$ cat src/rtl/rst_sequencer.sv
// Reset sequencer: synchronizes and filters async reset requests, holds the subsystem
// resets for a minimum time, then releases them in a staggered order and records the cause.
module rst_sequencer #(
   parameter int unsigned NUM_REQ     = 2,
   parameter int unsigned SYNC_STAGES = 2,
   parameter int unsigned FILTER_CYC  = 4,
   parameter int unsigned HOLD_CYC    = 16,
   parameter int unsigned NUM_STAGES  = 3,
   parameter int unsigned STAGE_GAP   = 8
) (
   input  logic                  clk,
   input  logic                  rst_n,
   input  logic [NUM_REQ-1:0]    req_n,
   input  logic                  cause_clr,
   output logic [NUM_STAGES-1:0] stage_rst_n,
   output logic                  all_released,
   output logic [NUM_REQ-1:0]    cause
);

   localparam int unsigned FILT_W = $clog2(FILTER_CYC + 1);
   localparam int unsigned HOLD_W = $clog2(HOLD_CYC + 1);
   localparam int unsigned GAP_W  = $clog2(STAGE_GAP + 1);
   localparam int unsigned IDX_W  = $clog2(NUM_STAGES + 1);

   localparam logic [1:0] S_HOLD    = 2'd0;
   localparam logic [1:0] S_RELEASE = 2'd1;
   localparam logic [1:0] S_RUN     = 2'd2;

   logic [SYNC_STAGES-1:0][NUM_REQ-1:0] r_sync;
   logic [NUM_REQ-1:0][FILT_W-1:0]      r_filt;
   logic [NUM_REQ-1:0]                  w_sync;
   logic [NUM_REQ-1:0]                  w_act;
   logic                                w_any_act;

   logic [1:0]            r_state,  w_state_nxt;
   logic [HOLD_W-1:0]     r_hold,   w_hold_nxt;
   logic [GAP_W-1:0]      r_gap,    w_gap_nxt;
   logic [IDX_W-1:0]      r_idx,    w_idx_nxt;
   logic [NUM_STAGES-1:0] r_stage,  w_stage_nxt;
   logic                  r_allrel, w_allrel_nxt;
   logic [NUM_REQ-1:0]    r_cause,  w_cause_nxt;

   assign w_sync = r_sync[SYNC_STAGES-1];

   // Synchronizer chain and per-request glitch filter
   always_ff @(negedge clk) begin
      if (!rst_n) begin
         r_sync <= '1;
         r_filt <= '0;
      end else begin
         r_sync <= {r_sync[SYNC_STAGES-2:0], req_n};
         for (int i = 0; i < int'(NUM_REQ); i++) begin
            if (w_sync[i])
               r_filt[i] <= '0;
            else if (r_filt[i] != FILT_W'(FILTER_CYC))
               r_filt[i] <= r_filt[i] + FILT_W'(1);
         end
      end
   end

   always_comb begin
      for (int i = 0; i < int'(NUM_REQ); i++)
         w_act[i] = (r_filt[i] == FILT_W'(FILTER_CYC));
   end
   assign w_any_act = |w_act;

   always_ff @(negedge clk) begin
      if (!rst_n) begin
         r_state  <= S_HOLD;
         r_hold   <= '0;
         r_gap    <= '0;
         r_idx    <= '0;
         r_stage  <= '0;
         r_allrel <= 1'b0;
         r_cause  <= '0;
      end else begin
         r_state  <= w_state_nxt;
         r_hold   <= w_hold_nxt;
         r_gap    <= w_gap_nxt;
         r_idx    <= w_idx_nxt;
         r_stage  <= w_stage_nxt;
         r_allrel <= w_allrel_nxt;
         r_cause  <= w_cause_nxt;
      end
   end

   // Next state; an active request overrides every other transition
   always_comb begin
      w_state_nxt  = r_state;
      w_hold_nxt   = r_hold;
      w_gap_nxt    = r_gap;
      w_idx_nxt    = r_idx;
      w_stage_nxt  = r_stage;
      w_allrel_nxt = r_allrel;
      // Newly active bits win over a simultaneous clear
      w_cause_nxt  = (r_cause & ~{NUM_REQ{cause_clr}}) | w_act;

      if (w_any_act) begin
         w_state_nxt  = S_HOLD;
         w_hold_nxt   = '0;
         w_gap_nxt    = '0;
         w_idx_nxt    = '0;
         w_stage_nxt  = '0;
         w_allrel_nxt = 1'b0;
      end else begin
         case (r_state)
            S_HOLD: begin
               w_stage_nxt  = '0;
               w_allrel_nxt = 1'b0;
               if (r_hold == HOLD_W'(HOLD_CYC - 1)) begin
                  w_hold_nxt  = '0;
                  w_gap_nxt   = '0;
                  w_idx_nxt   = '0;
                  w_stage_nxt = NUM_STAGES'(1);
                  if (NUM_STAGES == 1) begin
                     w_state_nxt  = S_RUN;
                     w_allrel_nxt = 1'b1;
                  end else begin
                     w_state_nxt = S_RELEASE;
                  end
               end else begin
                  w_hold_nxt = r_hold + HOLD_W'(1);
               end
            end
            S_RELEASE: begin
               if (r_gap == GAP_W'(STAGE_GAP - 1)) begin
                  w_gap_nxt   = '0;
                  w_idx_nxt   = r_idx + IDX_W'(1);
                  w_stage_nxt = (r_stage << 1) | NUM_STAGES'(1);
                  if (r_idx + IDX_W'(1) == IDX_W'(NUM_STAGES - 1)) begin
                     w_state_nxt  = S_RUN;
                     w_allrel_nxt = 1'b1;
                  end
               end else begin
                  w_gap_nxt = r_gap + GAP_W'(1);
               end
            end
            S_RUN: ;
            default: begin
               w_state_nxt  = S_HOLD;
               w_hold_nxt   = '0;
               w_stage_nxt  = '0;
               w_allrel_nxt = 1'b0;
            end
         endcase
      end
   end

   assign stage_rst_n  = r_stage;
   assign all_released = r_allrel;
   assign cause        = r_cause;

endmodule

$ cat config.mk
export PLATFORM = sky130hd
export DESIGN_NAME = rst_sequencer
export DESIGN_NICKNAME = d
export VERILOG_FILES = /design/src/rtl/rst_sequencer.sv
export SDC_FILE = /design/constraint.sdc
export NUM_CORES = 1
export LEC_CHECK = 0
export BUFFER_PORTS_ARGS = -buffer_cell sky130_fd_sc_hd__buf_4
export CAP_MARGIN = 40
export CORE_MARGIN = 8
export CORE_UTILIZATION = 43
export CTS_CLUSTER_SIZE = 10
export DETAILED_ROUTE_END_ITERATION = 6
export HOLD_SLACK_MARGIN = 0.1
export PLACE_DENSITY_LB_ADDON = 0.15
export SLEW_MARGIN = 20
export SYNTH_ARGS = -nofsm -noshare
export SYNTH_HDL_FRONTEND = slang
export SYNTH_SLANG_ARGS = --single-unit
$ cat constraint.sdc
create_clock -name clk -period 2.1 [get_ports clk]
set_input_delay 0.21 -clock clk [delete_from_list [all_inputs] [get_ports clk]]
set_output_delay 0.21 -clock clk [all_outputs]
set_load 0.03 [all_outputs]
==> results of run 1 <==
-- timing repair --
action                     in CTS  in global routing
hold buffers                    0                  0
buffers inserted                1                  2
resized for setup              12                  0
setup endpoints to repair       6                  6
-- synth_stat cells, types with 2 or more instances --
cell type / n / share of area
and2_1: 2 / 0.0090
a31oi_1: 2 / 0.0090
xnor2_1: 2 / 0.013
nor2_1: 19 / 0.051
nand4b_1: 2 / 0.013
mux2i_1: 3 / 0.022
nor3_1: 4 / 0.014
buf_2: 3 / 0.011
ha_1: 10 / 0.090
and3b_1: 2 / 0.013
inv_1: 8 / 0.022
a32oi_1: 3 / 0.019
a211oi_1: 2 / 0.011
dfxtp_1: 29 / 0.42
a21boi_0: 3 / 0.016
nand2b_1: 8 / 0.036
nand2_1: 12 / 0.032
a21oi_1: 10 / 0.036
nand3_1: 10 / 0.036
-- flip-flops by register name, indices dropped and copies added, names as in the netlist --
register      cells
all_released      1
cause             2
r_filt            6
r_gap             4
r_hold            5
r_idx             2
r_state           2
r_sync            2
stage_rst_n       3
w_sync            2
-- metal layers --
layer	vias up	global-route usage	routed length [µm]
li1	624	-	-
met1	562	0.114	1250
met2	23	0.173	1350
met3	10	0.0687	157
met4	0	0.116	88
met5	-	0	0
-- area by class of cell --
cell class / count / area (µm²) / area share
clock buffers: 5 / 37.5 / 0.0211
multi-input cells: 110 / 744 / 0.419
clock inverters: 32 / 173 / 0.0973
repair buffers: 15 / 148 / 0.0832
inverters: 8 / 30.0 / 0.0169
flip-flops and latches: 29 / 588 / 0.331
well taps: 44 / 55.1 / 0.0310
-- worst paths after layout --
check,from,end,slack [ns],cells after the start
worst max-delay path,stage_rst_n[1],stage_rst_n[1],-0.01,1
worst min-delay path,r_sync[1],w_sync[1],0.41,1
worst max register to register,r_state[1],r_hold[3],0.49,5
worst min register to register,r_sync[1],w_sync[1],0.41,1
-- report_power, final --
group	leakage [nW]	switching (mW)	internal, mW
Sequential	0.238	0.00665	0.563
Combinational	0.395	0.0184	0.0218
Clock	0.211	0.345	0.438
Total	0.845	0.370	1.02
-- through the flow --
stage | setup TNS (ns) | worst slack [ns]
4_1_cts | -0.135 | -0.0358
5_1_grt | -0.269 | -0.0514
3_3_place_gp | 0 | 0.178
6_report | -0.0333 | -0.0136
2_1_floorplan | 0 | 0.264
3_5_place_dp | 0 | 0.136
-- cells by family (layout without fill, tap and decap cells) --
| logic type | Yosys count | in the layout |
|---|---|---|
| adder cells (fa/ha/maj) | 10 | 10 |
| XOR/XNOR | 2 | 2 |
| buffers and inverters | 14 | 60 |
| multiplexers | 4 | 4 |
| AND/OR/NAND/NOR | 68 | 68 |
| AO/OA/AOI/OAI | 26 | 26 |
| flip-flops | 29 | 29 |
==> impl_metrics.tcl, run 1 <==
set metrics [dict create \
    die_w_um 72.8 \
    cpPeakStageDelay_ns 0.34 \
    n_antenna_cell 0 \
    powerDensity_nw_per_um2 785 \
    clock_sinks 29 \
    initial_core_util 0.455 \
    layout_commonest_cell "inv_1" \
    critPathBufInv 1 \
    synth_simple_gate_area_share 0.263 \
    synth_edf_count 0 \
    ant_nets 0 \
    final_cell_mix "37 x inv_1, 23 x dfxtp_1, 19 x nor2_1" \
    max_cap_violations 0 \
    power_leakage_nw 0.845 \
    grt_max_degree 18 \
    path_class "register to output pin" \
    syn_avg_cell_area_um2 9.08 \
    ys_warn_count 0 \
    slowest_stage "dfxtp_2" \
    chipHeight_um 72.8 \
    layout-drive-gt1-share 0.171 \
    peakVddDrop_mv 0.366 \
    synth_top_family_by_area "simple AND/OR/NAND/NOR gates" \
    async_reset_ff_frac 0 \
    slew_violations 0 \
    post_drt_wl_per_cell_um 11.7 \
    die_area_um2 5300 \
    synth_flop_cell "dfxtp_1" \
    cts_buffer_depth 2 \
    cp_cell_sequence "buf_6" \
    hpwl_um 1860 \
    rsz0062_at_grt "true" \
    gp_congestion 0.785 \
    muxShareOfSynthArea 0.0297 \
    required_ns 1.89 \
    cpLargestDelayFamily "flip-flops" \
    place.port_buffers 10 \
    io-pin-count 11 \
    finalHoldViolCount 0 \
    maxSlewHeadroom 0.757 \
    grt_first_pass_wirelength_um 4940 \
    syn-instance-count 153 \
    clockRootBuffer "clkbuf_4" \
    ys_seq_area_frac 0.418 \
    placed_cells 204 \
    synth_compound_area_frac 0.141 \
    dr.pass1.iters 4 \
    synth-adder-area-share 0.0901 \
    cts-htree-levels 2 \
    syn_to_final_growth_pct 27.8 \
    vias 1219 \
    violations "negative setup slack" \
    worstMarginPinSlew_ns 0.355 \
    synth-seq-cells 29 \
    finalSetupViolCount 4 \
    fin_skew_ns 0.0127 \
    end_kind "output pin" \
    path_max_fanout 3 \
    design.core.area_um2 3050 \
    instances_no_fill 243 \
    rows 20 \
    cts_tree "built" \
    fin_ws_ns -0.0136 \
    worstPathArrival_ns 1.90 \
    vias_per_cell 5.02 \
    gr-total-overflow 0 \
    hold_path_class "register to register" \
    power_mw 1.39 \
    hold-worst-slack_ns 0.408 \
    path_clk_slew_ns 0.04 \
    worstSetupStartpointType "register" \
    drt-initial-drc-count 71 \
    drt-total-wl_um 2850 \
    postLayoutCellArea_um2 1780 \
    post-route-drc-count 0 \
    synth_fp_nets 168 \
    clk_latency_ns 0.39 \
    grt_pass1_vias 1235 \
    synth_area_um2 1390 \
    synth_xor_area_frac 0.0126 \
    nFillCells 317 \
    antenna_found_initial 0 \
    cts_buffers 5 \
    synth_cell_types 38 \
    fin_nets 213 \
    place_area_um2 1520 \
    status "finished, violations left" \
    grt_use_total 0.119 \
    fin_util 0.582 \
]
Power figures use the tool's default switching activity.
==> run 2, diff against run 1 <==
--- a/config.mk
+++ b/config.mk
@@ -8,7 +8,7 @@
 export BUFFER_PORTS_ARGS = -buffer_cell sky130_fd_sc_hd__buf_4
 export CAP_MARGIN = 40
 export CORE_MARGIN = 8
-export CORE_UTILIZATION = 43
+export CORE_UTILIZATION = 45
 export CTS_CLUSTER_SIZE = 10
 export DETAILED_ROUTE_END_ITERATION = 6
 export HOLD_SLACK_MARGIN = 0.1
==> run 2 against run 1 <==
The flow now finishes without violations. Sequential cell count unchanged. Non-clock buffer count up 2. Clock power down 16%. Largest cell class unchanged. Largest power group unchanged. Highest routed layer unchanged.
==> impl_metrics.tcl, run 2 (synthesis results as in run 1) <==
set metrics [dict create \
    status "finished clean" \
    die_area_um2 5120 \
    path_class "register to output pin" \
    fin_nets 215 \
    chipHeight_um 71.6 \
    r2r_start "r_state[0]" \
    cts_buffers 5 \
    antenna_found_initial 0 \
    place.port_buffers 10 \
    p_sw_frac 0.283 \
    worstSetupStartpointType "register" \
    fin_ws_ns 0.00129 \
    hpwl_um 1890 \
    powerDensity_nw_per_um2 722 \
    cts_tree "built" \
    largest_reg_flops 6 \
    final_cell_mix "36 x inv_1, 23 x dfxtp_1, 19 x nor2_1" \
    post_drt_wl_per_cell_um 11.4 \
    fin_skew_ns 0.00805 \
    max_cap_violations 0 \
    seqPwrFrac 0.450 \
    path_clk_slew_ns 0.04 \
    layout_commonest_cell "inv_1" \
    slew_violations 0 \
    cp_cell_sequence "buf_6" \
    min-delay-start "r_sync[0]" \
    grt_first_pass_wirelength_um 4530 \
    dp_slack_ns 0.170 \
    clockRootBuffer "clkbuf_4" \
    io-pin-count 11 \
    power_frac_comb 0.031 \
    finalSetupViolCount 0 \
    cpLargestDelayFamily "flip-flops" \
    drt-initial-drc-count 91 \
    clock_sinks 29 \
    vias 1229 \
    grt_max_degree 18 \
    largest_register "r_filt" \
    peakVddDrop_mv 0.453 \
    post-route-drc-count 0 \
    reg.largest.list "r_filt x6, r_hold x5, r_gap x4" \
    vias_per_cell 5.25 \
    worstMarginPinSlew_ns 0.406 \
    syn_to_final_growth_pct 26.4 \
    gp_congestion 0.740 \
    fin_util 0.585 \
    worstPathArrival_ns 1.89 \
    required_ns 1.89 \
    path_max_fanout 2 \
    clockPowerShare 0.519 \
    design.core.area_um2 3000 \
    clk_latency_ns 0.38 \
    cts-htree-levels 2 \
    rsz0062_at_grt "true" \
    grt_pass1_vias 1149 \
    layout-drive-gt1-share 0.184 \
    end_kind "output pin" \
    startpoint "cause[0]" \
    cpPeakStageDelay_ns 0.33 \
    maxSlewHeadroom 0.722 \
    power_switching_uw 359 \
    rows 20 \
    die_w_um 71.6 \
    cts_buffer_depth 2 \
    internal_power_uw 908 \
    hold_path_class "register to register" \
    initial_core_util 0.463 \
    cts_hold_buffers 0 \
    power_leakage_nw 0.845 \
    n_antenna_cell 0 \
    finalHoldViolCount 0 \
    drt-total-wl_um 2660 \
    ant_nets 0 \
    critPathBufInv 1 \
    grt_use_total 0.109 \
    gr-total-overflow 0 \
    slowest_stage "dfxtp_2" \
    dr.pass1.iters 7 \
]
-- run 2: metrics by stage --
stage,instances,hold WS (ns),setup TNS [ns],total power [mW],area (µm²)
floorplan,153,0.386,0,0.688,1390
global placement,193,0.391,0,0.703,1500
detailed placement,193,0.396,0,0.705,1500
CTS,233,0.405,-0.0366,1.30,1750
global route,234,0.414,-0.182,1.35,1760
finish,234,0.403,0,1.27,1760
-- run 2: what timing repair did --
item	CTS	global route
gates resized for setup	12	0
cloned	0	0
buffers inserted	4	1
pin swaps	0	0
setup endpoints to repair	6	6
-- run 2: layout make-up --
cell class | count | area [µm²]
timing repair buffer | 17 | 163
fill | 264 | 1250
tap | 33 | 41.3
clock buffer | 5 | 37.5
multi-input combinational | 110 | 744
inverter | 8 | 30.0
clock inverter | 32 | 151
sequential | 29 | 588
-- run 2: worst paths after layout --
check	to	slack (ns)	cells past startpoint
max reg2reg	r_hold[3]	0.48	4
min	w_sync[0]	0.40	1
max	cause[0]	0.001	1
min reg2reg	w_sync[0]	0.40	1
-- run 2: layer usage --
metal	up-vias	GRT usage	share of wire
li1	635	-	-
met1	561	0.106	0.43
met2	26	0.173	0.49
met3	7	0.0544	0.049
met4	0	0.0884	0.022
met5	-	0	0
-- run 2: worst register-to-register path, cell delays in order, from the launching register on --
cell	delay [ns]
dfxtp_1	0.36
inv_1	0.07
ha_1	0.40
or4_1	0.55
a31oi_1	0.16
-- run 2: power by group through the flow --
stage	clock network, mW	logic, mW	registers, mW
after CTS	0.689	0.0402	0.569
after detailed placement	0.0873	0.0397	0.578
after global placement	0.0873	0.0380	0.578
final	0.658	0.0396	0.570
after global routing	0.735	0.0453	0.570
after floorplan	0.0873	0.0235	0.577
==> run 3, diff against run 2 <==
--- a/config.mk
+++ b/config.mk
@@ -13,6 +13,8 @@
 export DETAILED_ROUTE_END_ITERATION = 6
 export HOLD_SLACK_MARGIN = 0.1
 export PLACE_DENSITY_LB_ADDON = 0.15
+export RECOVER_POWER = 25
+export REMOVE_ABC_BUFFERS = 1
 export SLEW_MARGIN = 20
 export SYNTH_ARGS = -nofsm -noshare
 export SYNTH_HDL_FRONTEND = slang
==> run 3 against run 2 <==
The flow now finishes with violations (negative setup slack). Combinational power down 10%. Count of clock-buffer cells in the layout unchanged. Wire length up 1.8%. Clock power down 2%. Critical path depth unchanged. Total power down 1.1%. Critical endpoint is now stage_rst_n[0].
==> impl_metrics.tcl, run 3 (synthesis results as in run 1) <==
set metrics [dict create \
    status "finished, violations left" \
    violations "negative setup slack" \
    worstPathArrival_ns 1.90 \
    cts_buffer_depth 2 \
    peakVddDrop_mv 0.422 \
    hpwl_um 1820 \
    design.core.area_um2 3000 \
    path_clk_slew_ns 0.04 \
    cp_cell_sequence "buf_6" \
    cpLargestDelayFamily "flip-flops" \
    clockRootBuffer "clkbuf_4" \
    max_cap_violations 0 \
    setup_tns_ns -0.0173 \
    cpPeakStageDelay_ns 0.34 \
    fin_nets 211 \
    gr-total-overflow 0 \
    rsz0062_at_grt "true" \
    dr.max_layer_used "met4" \
    cts_tree "built" \
    worstSetupStartpointType "register" \
    vias 1185 \
    wl_met3_um 118 \
    grt_first_pass_wirelength_um 4950 \
    antenna_found_initial 0 \
    grt_use_total 0.121 \
    path_max_fanout 3 \
    critPathBufInv 1 \
    fin_ws_ns -0.0102 \
    finalHoldViolCount 0 \
    vias_per_cell 5.15 \
    rows 20 \
    finalSetupViolCount 3 \
    clock_sinks 29 \
    layout-drive-gt1-share 0.162 \
    gp_congestion 0.757 \
    io-pin-count 11 \
    largest_register "r_filt" \
    hold_path_class "register to register" \
    dr.pass1.iters 4 \
    powerDensity_nw_per_um2 734 \
    cts-htree-levels 2 \
    hold-worst-slack_ns 0.405 \
    path_class "register to output pin" \
    grt_max_degree 18 \
    slowest_stage "dfxtp_2" \
    dp_slack_ns 0.125 \
    required_ns 1.89 \
    slew_violations 0 \
    layout_commonest_cell "inv_1" \
    clk_latency_ns 0.38 \
    die_area_um2 5120 \
    cts_buffers 5 \
    n_antenna_cell 0 \
    drt-initial-drc-count 59 \
    syn_to_final_growth_pct 22.9 \
    initial_core_util 0.463 \
    power_leakage_nw 0.806 \
    end_kind "output pin" \
    drt-total-wl_um 2710 \
    r2r_slack_ns 0.48 \
    wl_met2_um 1360 \
    power_mw 1.25 \
    largest_reg_flops 6 \
    place.port_buffers 10 \
    die_w_um 71.6 \
    grt_pass1_vias 1305 \
    worstMarginPinSlew_ns 0.427 \
    fin_skew_ns 0.0158 \
    reg.largest.list "r_filt x6, r_hold x5, r_gap x4" \
    post_drt_wl_per_cell_um 11.8 \
    ant_nets 0 \
    final_cell_mix "36 x inv_1, 23 x dfxtp_1, 19 x nor2_1" \
    maxSlewHeadroom 0.707 \
    chipHeight_um 71.6 \
    cts_hold_buffers 0 \
    post-route-drc-count 0 \
    wl_met1_um 1180 \
]
-- run 3: path summary, 6_finish.rpt --
| path | from | cells after the start | end |
|---|---|---|---|
| max | stage_rst_n[0] | 1 | stage_rst_n[0] |
| min | r_sync[1] | 1 | w_sync[1] |
| max reg2reg | r_state[1] | 5 | r_hold[3] |
| min reg2reg | r_sync[1] | 1 | w_sync[1] |
-- run 3: through the flow --
stage	area (µm²)	cells	util
after detailed placement	1490	193	0.496
after CTS	1700	229	0.567
final	1710	230	0.568
after global placement	1490	193	0.496
after floorplan	1360	148	-
after global routing	1710	230	0.568
-- run 3: area by class of cell --
class	instances	area, µm²
fill	284	1300
multi-input combinational	110	744
sequential	29	588
clock inverter	32	149
timing repair buffer	13	116
tap	33	41.3
clock buffer	5	37.5
inverter	8	30.0
-- run 3: per-layer routing --
metal | up-vias | GRT usage
met1 | 542 | 0.103
met3 | 8 | 0.0697
met5 | - | 0
met4 | 0 | 0.0930
met2 | 16 | 0.206
li1 | 619 | -
-- run 3: repair_timing --
action                     CTS  global route
setup endpoints to repair    6             6
buffers inserted             0             1
gates resized for setup     12             0
-- run 3: where the power goes --
| part | total (mW) | switching [mW] | internal [mW] |
|---|---|---|---|
| sequential | 0.570 | 0.00650 | 0.564 |
| clock | 0.648 | 0.332 | 0.316 |
| combinational | 0.0355 | 0.0173 | 0.0182 |
